===== config.mk =====
export PLATFORM = sky130hd
export DESIGN_NAME = branch_resolve_ctrl
export DESIGN_NICKNAME = d
export VERILOG_FILES = /design/src/rtl/branch_resolve_ctrl.sv
export SDC_FILE = /design/constraint.sdc
export NUM_CORES = 1
export LEC_CHECK = 0
export CAP_MARGIN = 15
export CELL_PAD_IN_SITES_DETAIL_PLACEMENT = 0
export CELL_PAD_IN_SITES_GLOBAL_PLACEMENT = 1
export CORE_MARGIN = 8
export CORE_UTILIZATION = 42
export CTS_BUF_LIST = sky130_fd_sc_hd__clkbuf_16
export DETAILED_ROUTE_END_ITERATION = 12
export PLACE_DENSITY = 0.82
export SLEW_MARGIN = 30
export SYNTH_ARGS = -nofsm -noshare
export SYNTH_HDL_FRONTEND = slang
export SYNTH_SLANG_ARGS = --single-unit

===== constraint.sdc =====
create_clock -name clk -period 4.7 [get_ports clk]
set_input_delay 1.175 -clock clk [delete_from_list [all_inputs] [get_ports clk]]
set_output_delay 1.175 -clock clk [all_outputs]
set_load 0.03 [all_outputs]

===== src/rtl/branch_resolve_ctrl.sv =====
// branch_resolve_ctrl: in-order prediction queue between fetch and execute.
// Checks each resolved branch against the oldest queued prediction, sends a
// one-cycle update to the predictor, and on a mispredict flushes, redirects
// and holds fetch off for FLUSH_CYCLES cycles.
// Optional feature: define BRC_PERF_CNT_EN to add saturating branch and
// mispredict counters (perf_branches / perf_mispredicts).
module branch_resolve_ctrl #(
   parameter int PC_W         = 16,
   parameter int DEPTH        = 4,
   parameter int FLUSH_CYCLES = 2
) (
   input  logic                       clk,
   input  logic                       rst,
   input  logic                       pred_valid,
   input  logic [PC_W-1:0]            pred_pc,
   input  logic [PC_W-1:0]            pred_npc,
   output logic                       pred_ready,
   input  logic                       res_valid,
   input  logic                       res_taken,
   input  logic [PC_W-1:0]            res_npc,
   output logic                       upd_valid,
   output logic [PC_W-1:0]            upd_pc,
   output logic [PC_W-1:0]            upd_npc,
   output logic                       upd_taken,
   output logic                       flush,
   output logic                       redirect_valid,
   output logic [PC_W-1:0]            redirect_pc,
   output logic [$clog2(DEPTH+1)-1:0] count
`ifdef BRC_PERF_CNT_EN
   ,
   output logic [31:0]                perf_branches,
   output logic [31:0]                perf_mispredicts
`endif
);

   localparam int AW = $clog2(DEPTH);
   localparam int CW = $clog2(DEPTH+1);
   localparam int FW = (FLUSH_CYCLES > 1) ? $clog2(FLUSH_CYCLES) : 1;

   typedef struct packed {
      logic [PC_W-1:0] pc;
      logic [PC_W-1:0] npc;
   } pred_t;

   typedef enum logic {RUN, FLUSH} state_t;

   state_t        state, state_nxt;
   logic [FW-1:0] fcnt, fcnt_nxt;
   pred_t         mem [DEPTH];
   logic [AW-1:0] head, tail;
   pred_t         head_e;
   logic          push, pop, mispred;

   assign head_e = mem[head];

   // Ready is suppressed while reset is held so every output reads 0 in reset;
   // no push-through when full, even if the head pops this cycle.
   assign pred_ready = rst && (state == RUN) && (count < CW'(DEPTH));
   assign push       = pred_valid & pred_ready;
   assign pop        = (state == RUN) & res_valid & (count != '0);
   assign mispred    = pop & (res_npc != head_e.npc);
   assign flush      = (state == FLUSH);

   // State register and flush-hold counter.
   always_ff @(posedge clk or negedge rst) begin
      if (!rst) begin
         state <= RUN;
         fcnt  <= '0;
      end else begin
         state <= state_nxt;
         fcnt  <= fcnt_nxt;
      end
   end

   // Next state: a mispredict enters FLUSH, which lasts FLUSH_CYCLES cycles.
   always_comb begin
      state_nxt = state;
      fcnt_nxt  = fcnt;
      case (state)
         RUN: begin
            if (mispred) begin
               state_nxt = FLUSH;
               fcnt_nxt  = FW'(FLUSH_CYCLES-1);
            end
         end
         FLUSH: begin
            if (fcnt == '0) state_nxt = RUN;
            else            fcnt_nxt  = fcnt - FW'(1);
         end
         default: state_nxt = RUN;
      endcase
   end

   // Queue pointers and occupancy; a mispredict clears everything and the
   // same-cycle push is dropped.
   always_ff @(posedge clk or negedge rst) begin
      if (!rst) begin
         head  <= '0;
         tail  <= '0;
         count <= '0;
      end else if (mispred) begin
         head  <= '0;
         tail  <= '0;
         count <= '0;
      end else begin
         if (push) tail <= tail + AW'(1);
         if (pop)  head <= head + AW'(1);
         if (push && !pop)      count <= count + CW'(1);
         else if (pop && !push) count <= count - CW'(1);
      end
   end

   // Entry storage; contents are don't-care while the pointers say empty.
   always_ff @(posedge clk) begin
      if (push && !mispred) mem[tail] <= '{pc: pred_pc, npc: pred_npc};
   end

   // Registered predictor update and redirect, one cycle after the resolve.
   always_ff @(posedge clk or negedge rst) begin
      if (!rst) begin
         upd_valid      <= 1'b0;
         upd_pc         <= '0;
         upd_npc        <= '0;
         upd_taken      <= 1'b0;
         redirect_valid <= 1'b0;
         redirect_pc    <= '0;
      end else begin
         upd_valid      <= pop;
         upd_pc         <= pop ? head_e.pc : '0;
         upd_npc        <= pop ? res_npc : '0;
         upd_taken      <= pop & res_taken;
         redirect_valid <= mispred;
         redirect_pc    <= mispred ? res_npc : '0;
      end
   end

`ifdef BRC_PERF_CNT_EN
   // Saturating counters of accepted resolves and mispredicts.
   always_ff @(posedge clk or negedge rst) begin
      if (!rst) begin
         perf_branches    <= '0;
         perf_mispredicts <= '0;
      end else begin
         if (pop && perf_branches != 32'hFFFF_FFFF)
            perf_branches <= perf_branches + 32'd1;
         if (mispred && perf_mispredicts != 32'hFFFF_FFFF)
            perf_mispredicts <= perf_mispredicts + 32'd1;
      end
   end
`endif

endmodule


## After elaboration in Yosys (flattened, before gate mapping)

Memories as Yosys holds them, arrays and structs flattened.
Index checks and enable logic that the tools add are counted.

| cells by class | value |
|---|---|
| equality and inequality tests | 2 |
| shift-type cells | 0 |
| order comparisons | 1 |
| bitwise logic cells | 6 |
| multiplexer cells | 18 |
| reductions and logical operators | 12 |
| multiply operators | 0 |
| $add $sub $neg | 5 |
| div/mod/pow operators | 0 |

Operators with widths:

| kind | number |
|---|---|
| $mux 16 | 3 |
| $ne 16x16->1 | 1 |
| $mux 3 | 3 |
| $mux 2 | 4 |
| $mux 1 | 6 |
| $reduce_bool 3->1 | 2 |
| $and 1x1->1 | 5 |
| $logic_and 1x1->1 | 5 |
| $add 2x1->2 const B | 2 |
| $pmux 1 s2 | 2 |
| $reduce_bool 2->1 | 2 |
| $add 3x1->3 const B | 1 |
| $logic_not 1->1 | 3 |
| $lt 3x3->1 const B | 1 |
| $sub 3x1->3 const B | 1 |
| $ne 2x2->1 const B | 1 |
| $not 1->1 | 1 |
| $sub 1x1->1 const B | 1 |

| storage, ports and cells | value |
|---|---|
| output and inout bits | 56 |
| memory bits (read-only) | 0 |
| memories kept | 1 |
| latch bits | 0 |
| register bits | 60 |
| logic and storage cells | 56 |
| bits in writable memories | 128 |
| bits of input ports | 53 |

Memories:

| memory | depth | bits a word | rd ports | clocked after memory_dff | write ports | RTL line | RTL |
|---|---|---|---|---|---|---|---|
| mem | 4 | 32 | 1 | 0 | 1 | 49 | `pred_t mem [DEPTH];` |

## Depth between registers and ports, before layout

Gate-level depths: netlist of the first run.

| depth | value |
|---|---|
| word-level depth | 9 |
| gate-level depth with buffers | 9 |

## Least setup slack after synthesis of the first run

No wires, ideal clock.

| timing | value |
|---|---|
| kind | input port to flip-flop |
| start point | in rst |
| end point | mem mem[0][0] (netlist bit), enable pin |
| stages on the path | 3 |
| slack | 0.547 ns |
| data arrival time | 3.737 ns |
| required time | 4.284 ns |
| path through | nor3b_1 nand2_1 nor3b_2 |

| on the way | value |
|---|---|
| word-level cells in the longest chain between the ends | 6 |

RTL lines:

| element | RTL line | RTL |
|---|---|---|
| start, declared | 13 | `input logic rst,` |
| $logic_and 1x1->1 (2 in series) | 58 | `assign pred_ready = rst && (state == RUN) && (count < CW'(DEPTH));` |
| $and 1x1->1 | 59 | `assign push = pred_valid & pred_ready;` |
| $logic_and 1x1->1 | 115 | `if (push && !mispred) mem[tail] <= '{pc: pred_pc, npc: pred_npc};` |
| $mux 1 | 115 |  |
| $mux 1 (implied by the code) | 115 |  |
| end, declared | 49 |  |

No other way between the ends.

## Worst setup path in the final report of the first run

| timing | value |
|---|---|
| start point | reg head[0] |
| end point | mem mem[0][26] (netlist bit), enable pin |

| on the way | value |
|---|---|
| word-level cells in the longest chain between the ends | 7 |

RTL lines:

| element | RTL line | RTL |
|---|---|---|
| start, declared | 50 | `logic [AW-1:0] head, tail;` |
| start signal, assigned | 107 | `if (pop) head <= head + AW'(1);` |
| $mem_v2 4x32 | n/a |  |
| $ne 16x16->1 | 61 | `assign mispred = pop & (res_npc != head_e.npc);` |
| $and 1x1->1 | 61 |  |
| $logic_not 1->1 | 115 |  |
| $logic_and 1x1->1 | 115 |  |
| $mux 1 | 115 |  |
| $mux 1 (implied by the code) | 115 |  |

No other way between the ends.

==> results.yml, run 1 <==
grt:
  grt_max_degree: 61
  track_usage: 0.134
  grt_pass1_wl_um: 21500
  grt-ovfl-total: 0
  grt_pass1_vias: 3722
  antenna_found_initial: 0
setup_path:
  critPathBufInv: 1
  critical_path.top_delay_family: "simple AND/OR/NAND/NOR gates"
  crit_fanout: 32
  critPathLaunchType: "flip-flop"
  cpMaxStageDelayCell: "dfrtp_2"
  cp_cell_sequence: "mux4_1, xnor2_1, nand4_2, nor4_4, nor2_4, nor3b_4, buf_4"
  end_kind: "flip-flop"
  worstSetupPathType: "flip-flop to flip-flop"
  cp-startpoint: "head[0]"
  critical_path_arrival_ns: 3.71
  slowest_delay_ns: 0.84
  regToRegStartpoint: "head[0]"
  crit_required_ns: 4.76
finish:
  drive_above_1_share: 0.170
  seq_area_um2: 5350
  final_area_um2: 8950
  utilization: 0.544
  num-nets-final: 534
  syn2layout_area_growth_pct: 27.8
  multi_input_area_um2: 1560
  final_cells: 709
  diodes: 0
  nFillCells: 1286
flow_run:
  drv_cap: 0
clock_network:
  cts.clk_slew.worst_paths_ns: 0.07
  clock_sinks: 188
  cts_tree: "built"
  cts_setup_buffers: 0
  numCtsBuffers: 17
  htree_levels: 4
  cts_max_path_buffers: 2
  clockRootBuffer: "clkbuf_16"
  clk_latency_ns: 0.43
  ctsHoldBuffers: 0
  post_cts_resized: 0
placement:
  numPlacedInstances: 677
  io_buffer_count: 108
  dp_hpwl_um: 9080
  place_congestion: 0.717
  placed_area_um2: 8360
run_status:
  status: "completed"
logic_synthesis:
  async_flop_share: 0.319
  syn_area_um2: 7010
  synth_warnings: 0
  ys_seq_area_frac: 0.763
  synthCells: 355
  synth-edff-count: 128
  synth-seq-cells: 188
  syn_avg_cell_area_um2: 19.7
  synth_cell_types: 32
  syn_nets: 413
  ys.flop_type: "edfxtp_1"
power:
  power_mw: 4.38
  irDropWorstVdd_v: 0.000298
  p_leak_nw: 3.21
  power_density_nw_per_um2: 489
floorplan:
  die-area_um2: 21100
  ios: 109
  fp-row-count: 47
  start_util: 0.425
  fp.coreArea_um2: 16500
  fp.dieW_um: 145
  fp.dieH_um: 145
timing:
  finalHoldViolations: 0
  period_share: 0.776
  worst_pin_slew_ns: 0.867
  period_minus_slack_ns: 3.65
  rsz0062_at_grt: "no"
  drv_slew: 0
  setup-violations-final: 0
  finalSetupTns_ns: 0
  slew_headroom: 0.421
  fin_skew_ns: 0.00920
  timing.fmax_mhz: 274
worst_hold_path:
  min_from: "fcnt"
  hold_path.class: "flip-flop to flip-flop"
drt:
  routed_wl_um: 13500
  post_drt_wl_per_cell_um: 19.1
  vias_per_cell: 4.79
  postRouteAntennaNets: 0
  firstDrtPassIters: 5
  vias: 3395
  drc: 0
  drtIter0Drc: 224
-- routing by layer --
metal / wire length, um / vias to the layer above / global-route usage
li1: - / 1566 / -
met1: 5710 / 1726 / 0.160
met2: 6910 / 89 / 0.217
met3: 694 / 14 / 0.0445
met4: 200 / 0 / 0.0604
met5: 0 / - / 0
-- synthesized netlist by cell type, drive strengths merged, types with 2 or more instances --
| master | number | area [um2] |
|---|---|---|
| ha | 4 | 50.1 |
| o21ai | 5 | 25.0 |
| a21o | 2 | 15.0 |
| edfxtp | 128 | 3840 |
| xnor2 | 18 | 165 |
| nand2 | 7 | 26.3 |
| clkbuf | 7 | 26.3 |
| nor2 | 4 | 17.5 |
| buf | 7 | 62.6 |
| a21oi | 2 | 10.0 |
| nor3 | 2 | 10.0 |
| and2 | 50 | 313 |
| nor3b | 5 | 57.6 |
| nand4 | 4 | 31.3 |
| dfrtp | 60 | 1500 |
| mux4 | 32 | 724 |
| inv | 10 | 37.5 |
-- registers in the layout, indices dropped and copies added, names as in the netlist --
register,flops
upd_npc,16
redirect_pc,16
tail,2
fcnt,1
flush,1
upd_valid,1
redirect_valid,1
count,3
mem,128
head,2
upd_pc,16
upd_taken,1
-- through the flow --
step | setup slack [ns] | hold slack, ns
2_1_floorplan | 0.547 | 0.454
3_3_place_gp | 0.876 | 0.464
3_5_place_dp | 0.872 | 0.474
4_1_cts | 0.958 | 0.491
5_1_grt | 0.736 | 0.525
6_report | 1.05 | 0.486
-- report_power, final --
group | switching [mW] | internal [mW] | leakage [nW]
clock | 0.617 | 0.793 | 0.283
sequential | 0.0693 | 1.97 | 1.96
combinational | 0.543 | 0.385 | 0.959
total | 1.23 | 3.15 | 3.21
-- worst register-to-register path, cell delays in order, from the launching register on --
cell	delay, ns
dfrtp_2	0.84
mux4_1	0.70
xnor2_1	0.22
nand4_2	0.16
nor4_4	0.44
nor2_4	0.22
nor3b_4	0.25
buf_4	0.45
-- kinds of logic after synthesis --
logic type               share of synthesized area
buffers and inverters                       0.0180
AO/OA/AOI/OAI                               0.0123
flip-flops                                   0.763
XOR/XNOR                                    0.0236
multiplexers                                 0.103
adder cells (fa/ha/maj)                     0.0100
AND/OR/NAND/NOR                             0.0697
-- area by class of cell --
type | count | share of cell area
inverter | 10 | 0.00419
tap | 220 | 0.0307
multi-input combinational | 143 | 0.175
sequential | 188 | 0.597
clock buffer | 17 | 0.0475
clock inverter | 15 | 0.0187
timing repair buffer | 116 | 0.127
-- final timing paths --
check	end	slack, ns	depth (start not counted)
setup reg to reg	mem[0][26]	1.05	7
max in group asynchronous	head[0]	3.21	2
min in group asynchronous	upd_npc[3]	0.94	2
hold reg to reg	fcnt	0.49	1
hold / removal	fcnt	0.49	1
setup / recovery	mem[0][26]	1.05	7
-- layout by cell type (no fill, tap or decap), types with 2 or more instances in the layout --
| master | n |
|---|---|
| clkbuf_16 | 17 |
| inv_8 | 2 |
| nor3b_4 | 4 |
| a21oi_1 | 2 |
| clkinv_4 | 5 |
| ha_1 | 4 |
| nor2_1 | 3 |
| edfxtp_1 | 128 |
| clkdlybuf4s50_1 | 107 |
| bufinv_16 | 2 |
| nand4_1 | 3 |
| clkinv_2 | 2 |
| mux4_2 | 31 |
| and2_1 | 50 |
| xnor2_1 | 17 |
| o21ai_0 | 5 |
| inv_1 | 9 |
| a21o_1 | 2 |
| buf_4 | 8 |
| dfrtp_1 | 59 |
| clkinvlp_4 | 3 |
| nand2_1 | 7 |
| nor3_1 | 2 |
Note: power is estimated with default switching activity, not from simulation.
==> run 2: changes to the inputs <==
- clock period: 4.7 -> 3.6 ns (I/O delays scaled with it)
==> results.yml, run 2 (synthesis results as in run 1) <==
timing:
  finalHoldViolations: 0
  period_share: 0.907
  setup-violations-final: 0
  fin_ws_ns: 0.336
  timing.fmax_mhz: 306
  fin_skew_ns: 0.00915
  holdWs_ns: 0.497
  slew_headroom: 0.469
  period_minus_slack_ns: 3.26
  worst_pin_slew_ns: 0.797
  drv_slew: 0
  rsz0062_at_grt: "no"
clock_network:
  clock_sinks: 188
  post_cts_resized: 0
  cts_max_path_buffers: 2
  cts_tree: "built"
  clk_latency_ns: 0.42
  htree_levels: 4
  numCtsBuffers: 17
  ctsHoldBuffers: 0
  cts_setup_buffers: 0
  cts.clk_slew.worst_paths_ns: 0.07
  clockRootBuffer: "clkbuf_16"
finish:
  largest_reg_flops: 128
  layout_common_cells: "edfxtp_1 (128), clkdlybuf4s50_1 (106), dfrtp_1 (59)"
  drive_above_1_share: 0.175
  num-nets-final: 543
  layout_commonest_cell: "edfxtp_1"
  final_cells: 718
  utilization: 0.542
  regMostFlops: "mem"
  diodes: 0
  syn2layout_area_growth_pct: 27.5
placement:
  place_congestion: 0.718
  io_buffer_count: 108
  dp_hpwl_um: 9690
  numPlacedInstances: 686
  post-place-ws_ns: 0.289
setup_path:
  critical_path_arrival_ns: 3.36
  critPathLaunchType: "flip-flop"
  slowest_delay_ns: 0.63
  end_kind: "flip-flop"
  critical_path.top_delay_family: "simple AND/OR/NAND/NOR gates"
  cpMaxStageDelayCell: "dfrtp_2"
  path_common_cell: "buf_4"
  critPathBufInv: 2
  worstSetupPathType: "flip-flop to flip-flop"
  cp_cell_sequence: "buf_4, mux4_2, xnor2_1, nand4_1, nor4_4, nor2_2, nor3b_4, buf_4"
  crit_fanout: 18
  crit_required_ns: 3.70
drt:
  drtIter0Drc: 168
  routed_wl_um: 14300
  firstDrtPassIters: 5
  vias: 3511
  post_drt_wl_per_cell_um: 19.9
  dr_wl_met3_um: 754
  postRouteAntennaNets: 0
  wl_met2_um: 7420
  highest_layer: "met4"
  vias_per_cell: 4.89
  drc: 0
  met1_length_um: 5980
power:
  combPwrFrac: 0.224
  power_mw: 5.52
  irDropWorstVdd_v: 0.000355
  power_density_nw_per_um2: 618
  internal_power_mw: 3.96
  pwr-share-clk: 0.293
  p_leak_nw: 3.24
  switchingPower_mw: 1.56
  power_frac_seq: 0.484
  switching_share: 0.283
grt:
  grt_max_degree: 61
  grt_pass1_wl_um: 22500
  track_usage: 0.140
  antenna_found_initial: 0
  grt-ovfl-total: 0
  grt_pass1_vias: 3807
floorplan:
  fp.dieH_um: 145
  fp.coreArea_um2: 16500
  fp-row-count: 47
  fp.dieW_um: 145
  die-area_um2: 21100
  start_util: 0.425
  ios: 109
worst_hold_path:
  hold_path.class: "flip-flop to flip-flop"
run_status:
  status: "completed"
flow_run:
  drv_cap: 0
## run 2: cell count changes in the layout (fill, tap and decap cells not counted)
| cell | change |
|---|---|
| nor2_4 | -1 |
| clkdlybuf4s50_1 | -1 |
| nor2_2 | +1 |
| inv_1 | +4 |
| inv_8 | -2 |
| buf_4 | +10 |
| clkinv_4 | -2 |
| clkinv_2 | +3 |
| clkinv_1 | +2 |
| clkinvlp_4 | -2 |
| bufinv_16 | -2 |
| inv_2 | -1 |
## run 2: area by class of cell
type                    count  area (um2)
fillers                  1297        7530
flip-flops and latches    188        5350
multi-input cells         143        1560
repair buffers            125        1200
clock buffers              17         425
well taps                 220         275
clock inverters            15        86.3
inverters                  10        37.5
## run 2: worst reg2reg max path, cell delays in order (launching register included)
cell	delay (ns)
dfrtp_2	0.63
buf_4	0.23
mux4_2	0.52
xnor2_1	0.17
nand4_1	0.18
nor4_4	0.43
nor2_2	0.20
nor3b_4	0.27
buf_4	0.30
## run 2: power groups by stage
stage / Clock [mW] / Sequential [mW] / Combinational, mW
floorplan: 0 / 3.00 / 0.379
global placement: 0 / 2.70 / 1.23
global route: 1.74 / 2.69 / 1.32
CTS: 1.66 / 2.67 / 1.26
detailed placement: 0 / 2.71 / 1.25
finish: 1.62 / 2.67 / 1.23
## run 2: path summary, 6_finish.rpt
path                          from              to  slack (ns)  cells past startpoint
min in group asynchronous      rst  redirect_pc[6]        0.71                      2
max in group asynchronous      rst         head[0]        2.33                      2
max reg2reg                head[0]       mem[2][8]        0.34                      8
min reg2reg                   fcnt           flush        0.50                      1
max                        head[0]       mem[2][8]        0.34                      8
min                           fcnt           flush        0.50                      1
## run 2: per-layer routing
layer | track usage | vias to the layer above
met5 | 0 | -
met4 | 0.0442 | 0
met3 | 0.0342 | 11
met2 | 0.233 | 100
met1 | 0.177 | 1814
li1 | - | 1586
## run 2: metrics by stage
stage               cell area (um2)  TNS, ns
finish                         8930        0
global route                   8930        0
CTS                            8930        0
detailed placement             8420        0
global placement               8420        0
floorplan                      7010   -35.55
==> variant 1: new RTL, flow settings as in run 2 <==
The option `BRC_PERF_CNT_EN` is turned on by a define.
--- a/src/rtl/branch_resolve_ctrl.sv
+++ b/src/rtl/branch_resolve_ctrl.sv
@@ -4,6 +4,8 @@
 // and holds fetch off for FLUSH_CYCLES cycles.
 // Optional feature: define BRC_PERF_CNT_EN to add saturating branch and
 // mispredict counters (perf_branches / perf_mispredicts).
+`define BRC_PERF_CNT_EN
+
 module branch_resolve_ctrl #(
    parameter int PC_W         = 16,
    parameter int DEPTH        = 4,
Behaviour (old outputs only; new: perf_branches and perf_mispredicts): unchanged (equiv_simple and equiv_induct, registers matched by name and starting in step).
==> variant 1 against run 2 <==
Combinational power rose by 37%; clock skew fell by 0.0020 ns; worst setup slack improved by 0.078 ns; routed wire length up 58%; synthesized area rose by 43%; hold slack worse by 0.014 ns; fmax is 2.5% higher; power grew 40%; sequential power up 33%; sequential cell count up 64; design area rose by 46%.
==> variant 1: results (changes against run 2) <==
vias in the first global route 6,180 (+62%); Mapped Nets 702 (+70%); number of buffers added on ports 172 (+59%); clk_skew 0.00714 ns (-0.00201 ns); initial antenna violation count 1 (+1); xor and xnor area share after synthesis 0.0673 (+0.0438); worst hold slack 0.482 ns (-0.0145 ns); Final HPWL DP 15,600 um (+60%); Fillers 1,885 (+45%); Area after DPL 0.0122 mm2 (+45%); Seq/Total Area, Yosys 0.694 (-0.0693); Final Hold Viols 0 (unchanged); biggest regs mem (128), perf_branches (32), perf_mispredicts (32); Post-synth EDFFs 128 (unchanged); post-cts resize count 0 (unchanged); Hold Path Stages 1 (unchanged); ys async rst share 0.492 (+0.173); Leak Pwr 5.12 nW (+58%); Tot GR Track Use 0.155 (+0.0154); internal power 5.48 mW (+38%); Post-Route WL 22,500 um (+58%); Post-CTS Setup Bufs 0 (unchanged); outcome completed; Worst IR Drop VDD 0.340 mV (-4.2%); Max stage delay on crit path 0.77 ns (+0.14 ns); Final nets 900 (+66%); Synth Warn # 0 (unchanged); largest cells by area after synthesis edfxtp_1, dfrtp_1, mux4_2; Worst Max-Slew Pin Slew 0.750 ns (-0.0469 ns); Post-Layout Cell Count 1,180 (+64%); Final Setup Violations 0 (unchanged); Worst Hold Class reg -> reg; vias per cell 4.99 (+2.0%); Ant. Diodes 0 (unchanged); Reg clk slew, reported paths 0.06 ns; Reg2Reg Setup Slack 0.41 ns (+0.08 ns); WP data arrival 3.43 ns (+0.07 ns); H-tree levels 1 (-3); maximum clock path buffer count 3 (+1); share of post-route cells with drive strength above 1 0.121 (-0.0539); top cell types by occurrence after synthesis edfxtp_1, dfrtp_1, and2_1; Post-Place Cells 1,130 (+65%); CP max stage cell dfrtp_2; First-pass DRT Iterations 4 (-1); Max FO, Critical Path 18 (unchanged); largest net degree at the start of global routing 68 (+11%); mux share of post-synthesis cell area 0.0753 (-0.0281); Cells after Synth 642 (+81%); Netlist cell types 45 (+41%); gpl congestion 0.801 (+12%); first-pass GRT wire length 35,500 um (+58%); initial DRC count 479 (+190%); CP delay by family, top simple AND/OR/NAND/NOR gates; CTS Buf Count 27 (+10); Clock Latency Late Sink 0.53 ns (+0.11 ns); Synth Area in Compound Gates 0.0141 (+0.00179); Synth Area in Adders 0.00950 (-0.000507)
[variant 1: layer usage]
metal | global-route usage | part of all wire | up-vias
met2 | 0.258 | 0.48 | 165
li1 | - | - | 2754
met1 | 0.206 | 0.44 | 2935
met5 | 0 | 0.00058 | -
met3 | 0.0324 | 0.062 | 32
met4 | 0.0351 | 0.019 | 2
[variant 1: cells by family after synthesis]
logic type      count (synthesis)
compound gates                 20
xor+xnor                       77
fa+ha+maj                       7
buf+inv                        40
flops                         252
mux                            35
simple gates                  211
[variant 1: path summary, 6_finish.rpt]
kind                              start             endpoint
worst max-delay path            head[0]           mem[2][26]
worst min-delay path               fcnt                flush
worst max register to register  head[0]           mem[2][26]
worst min register to register     fcnt                flush
max in group asynchronous           rst              head[0]
min in group asynchronous           rst  perf_mispredicts[2]
[variant 1: area by class of cell]
cell class	count	area [um2]	share of cell area
clock inverter	23	134	0.0103
tap	319	399	0.0306
clock buffer	27	676	0.0518
multi-input combinational	350	2910	0.223
sequential	252	6950	0.533
inverter	16	60.1	0.00460
timing repair buffer	193	1920	0.147
[variant 1: power groups by stage]
stage               combinational, mW  clock [mW]  sequential, mW
floorplan                       0.513           0            3.97
global placement                 1.70           0            3.58
detailed placement               1.71           0            3.59
CTS                              1.72        2.59            3.54
global route                     1.81        2.69            3.57
finish                           1.68        2.51            3.54
[variant 1: through the flow]
stage	utilization	power, mW	setup slack [ns]
2_1_floorplan	-	4.48	0.00261
3_3_place_gp	0.521	5.29	0.268
3_5_place_dp	0.521	5.30	0.249
4_1_cts	0.556	7.85	0.250
5_1_grt	0.556	8.08	0.0992
6_report	0.556	7.73	0.414
[variant 1: worst register-to-register path, cell delays in order, from the launching register on]
cell,delay [ns]
dfrtp_2,0.77
mux4_2,0.60
xnor2_1,0.23
nand4_1,0.19
nor4_4,0.36
nor2_2,0.09
and3b_2,0.43
buf_4,0.23
==> variant 2: new RTL, flow settings as in run 2 <==
Without the edit above. The output `redirect_pc` loses its register stage (`redirect_pc` becomes a continuous assignment).
--- a/src/rtl/branch_resolve_ctrl.sv
+++ b/src/rtl/branch_resolve_ctrl.sv
@@ -123,16 +123,16 @@
          upd_npc        <= '0;
          upd_taken      <= 1'b0;
          redirect_valid <= 1'b0;
-         redirect_pc    <= '0;
       end else begin
          upd_valid      <= pop;
          upd_pc         <= pop ? head_e.pc : '0;
          upd_npc        <= pop ? res_npc : '0;
          upd_taken      <= pop & res_taken;
          redirect_valid <= mispred;
-         redirect_pc    <= mispred ? res_npc : '0;
       end
    end
+
+   assign redirect_pc = mispred ? res_npc : '0;
 
 `ifdef BRC_PERF_CNT_EN
    // Saturating counters of accepted resolves and mispredicts.
Behaviour: not the same (Yosys sat finds a counterexample within 4 cycles, from zero or initial values and one cycle with rst low).
==> variant 2 against run 2 <==
The run now ends with negative setup slack left; combinational power up 5%; critical endpoint is now redirect_pc[2]; sequential cell count fell by 16; synthesized area shrank 5.7%; non-clock buffer count grew 10; design area shrank 1.1%; worst setup slack lost 0.51 ns; sequential share of layout area fell by 3.8 points; power shrank 0.55%; routed wire length decreased by 1.0%.
==> variant 2: results (changes against run 2) <==
outcome complete, but fails checks; failing checks negative setup slack; Reg clk slew, reported paths 0.06 ns; pwr dens 622 mW/mm2 (+0.60%); Fillers 1,245 (-4.0%); initial antenna violation count 1 (+1); wl on met1 6090 um (+1.9%); top cell types by occurrence after synthesis edfxtp_1, and2_1, dfrtp_1; via count 3,508 (-0.085%); CP Class reg -> out; Clock Power Share 0.321 (+0.028); Syn Area/Cell 19.5 um2 (-1.3%); mux share of post-synthesis cell area 0.110 (+0.00627); met2 WL 7020 um (-5.3%); setup slack at placement -0.143 ns (-0.431 ns); worst hold endpoint fcnt; Worst Hold Class reg -> reg; Reg2Reg Setup Slack 0.30 ns (-0.04 ns); largest net degree at the start of global routing 45 (-26%); setup TNS -2.22 ns (-2.22 ns); Post-Place Cells 667 (-2.8%); Max stage delay on crit path 0.54 ns (-0.09 ns); Worst IR Drop VDD 0.361 mV (+1.8%); Tot GR Track Use 0.150 (+0.0108); vias in the first global route 3,802 (-0.13%); Area after DPL 0.00805 mm2 (-4.4%); Synth Area in Adders 0.0106 (+0.000606); xor and xnor area share after synthesis 0.0250 (+0.00143); largest cells by area after synthesis edfxtp_1, dfrtp_1, mux4_2; CP max stage cell mux4_2; Leak Pwr 3.17 nW (-2.0%); CP endpoint redirect_pc[2]; Synth Area in Compound Gates 0.0131 (+0.000747); RR Endpoint mem[2][29]; met3 routed WL 830 um (+10%); Mapped Nets 397 (-3.9%); CTS Buf Count 17 (unchanged); vias per cell 4.95 (+1.2%); Max FO, Critical Path 9 (-9); ys async rst share 0.256 (-0.0633); sequential power share 0.444 (-0.040); Final HPWL DP 8960 um (-7.6%); Final Setup Violations 16 (+16); share of post-route cells with drive strength above 1 0.264 (+0.0890); Hold Startpoint fcnt; setup ws final -0.175 ns (-0.511 ns); Final nets 538 (-0.92%); worst hold slack 0.484 ns (-0.0127 ns); initial DRC count 208 (+24%); first-pass GRT wire length 21,900 um (-2.6%); clk_skew 0.00626 ns (-0.00289 ns); Seq/Total Area, Yosys 0.749 (-0.0144); internal power 3.93 mW (-0.75%); R2R depth 12 (+4); WP data arrival 2.87 ns (-0.49 ns); slew margin rel. 0.539 (+0.0703); First-pass DRT Iterations 4 (-1); wire per inst 19.9 um (+0.21%); gpl congestion 0.717 (about the same)
variant 2: changes by cell type after synthesis, sizes merged:
| cell | delta |
|---|---|
| dfrtp | -16 |
variant 2: final cells by class:
class / instances / area, um2 / share of cell area
Sequential cell: 172 / 4950 / 0.561
Multi-Input combinational cell: 144 / 1620 / 0.184
Timing Repair Buffer: 135 / 1380 / 0.156
Clock buffer: 17 / 425 / 0.0482
Tap cell: 216 / 270 / 0.0306
Clock inverter: 15 / 148 / 0.0167
Inverter: 10 / 37.5 / 0.00425
variant 2: per-layer routing:
| layer | global-route usage | vias up |
|---|---|---|
| met2 | 0.241 | 98 |
| met4 | 0.0497 | 0 |
| met3 | 0.0491 | 15 |
| li1 | - | 1565 |
| met1 | 0.190 | 1830 |
| met5 | 0 | - |
variant 2: repair_timing:
action                     in CTS  in global routing
setup endpoints to repair      16                 16
gates resized for setup        22                  7
pin swaps                       8                  2
gates cloned                    2                  0
hold endpoints to repair        0                  0
setup buffers                   7                  1
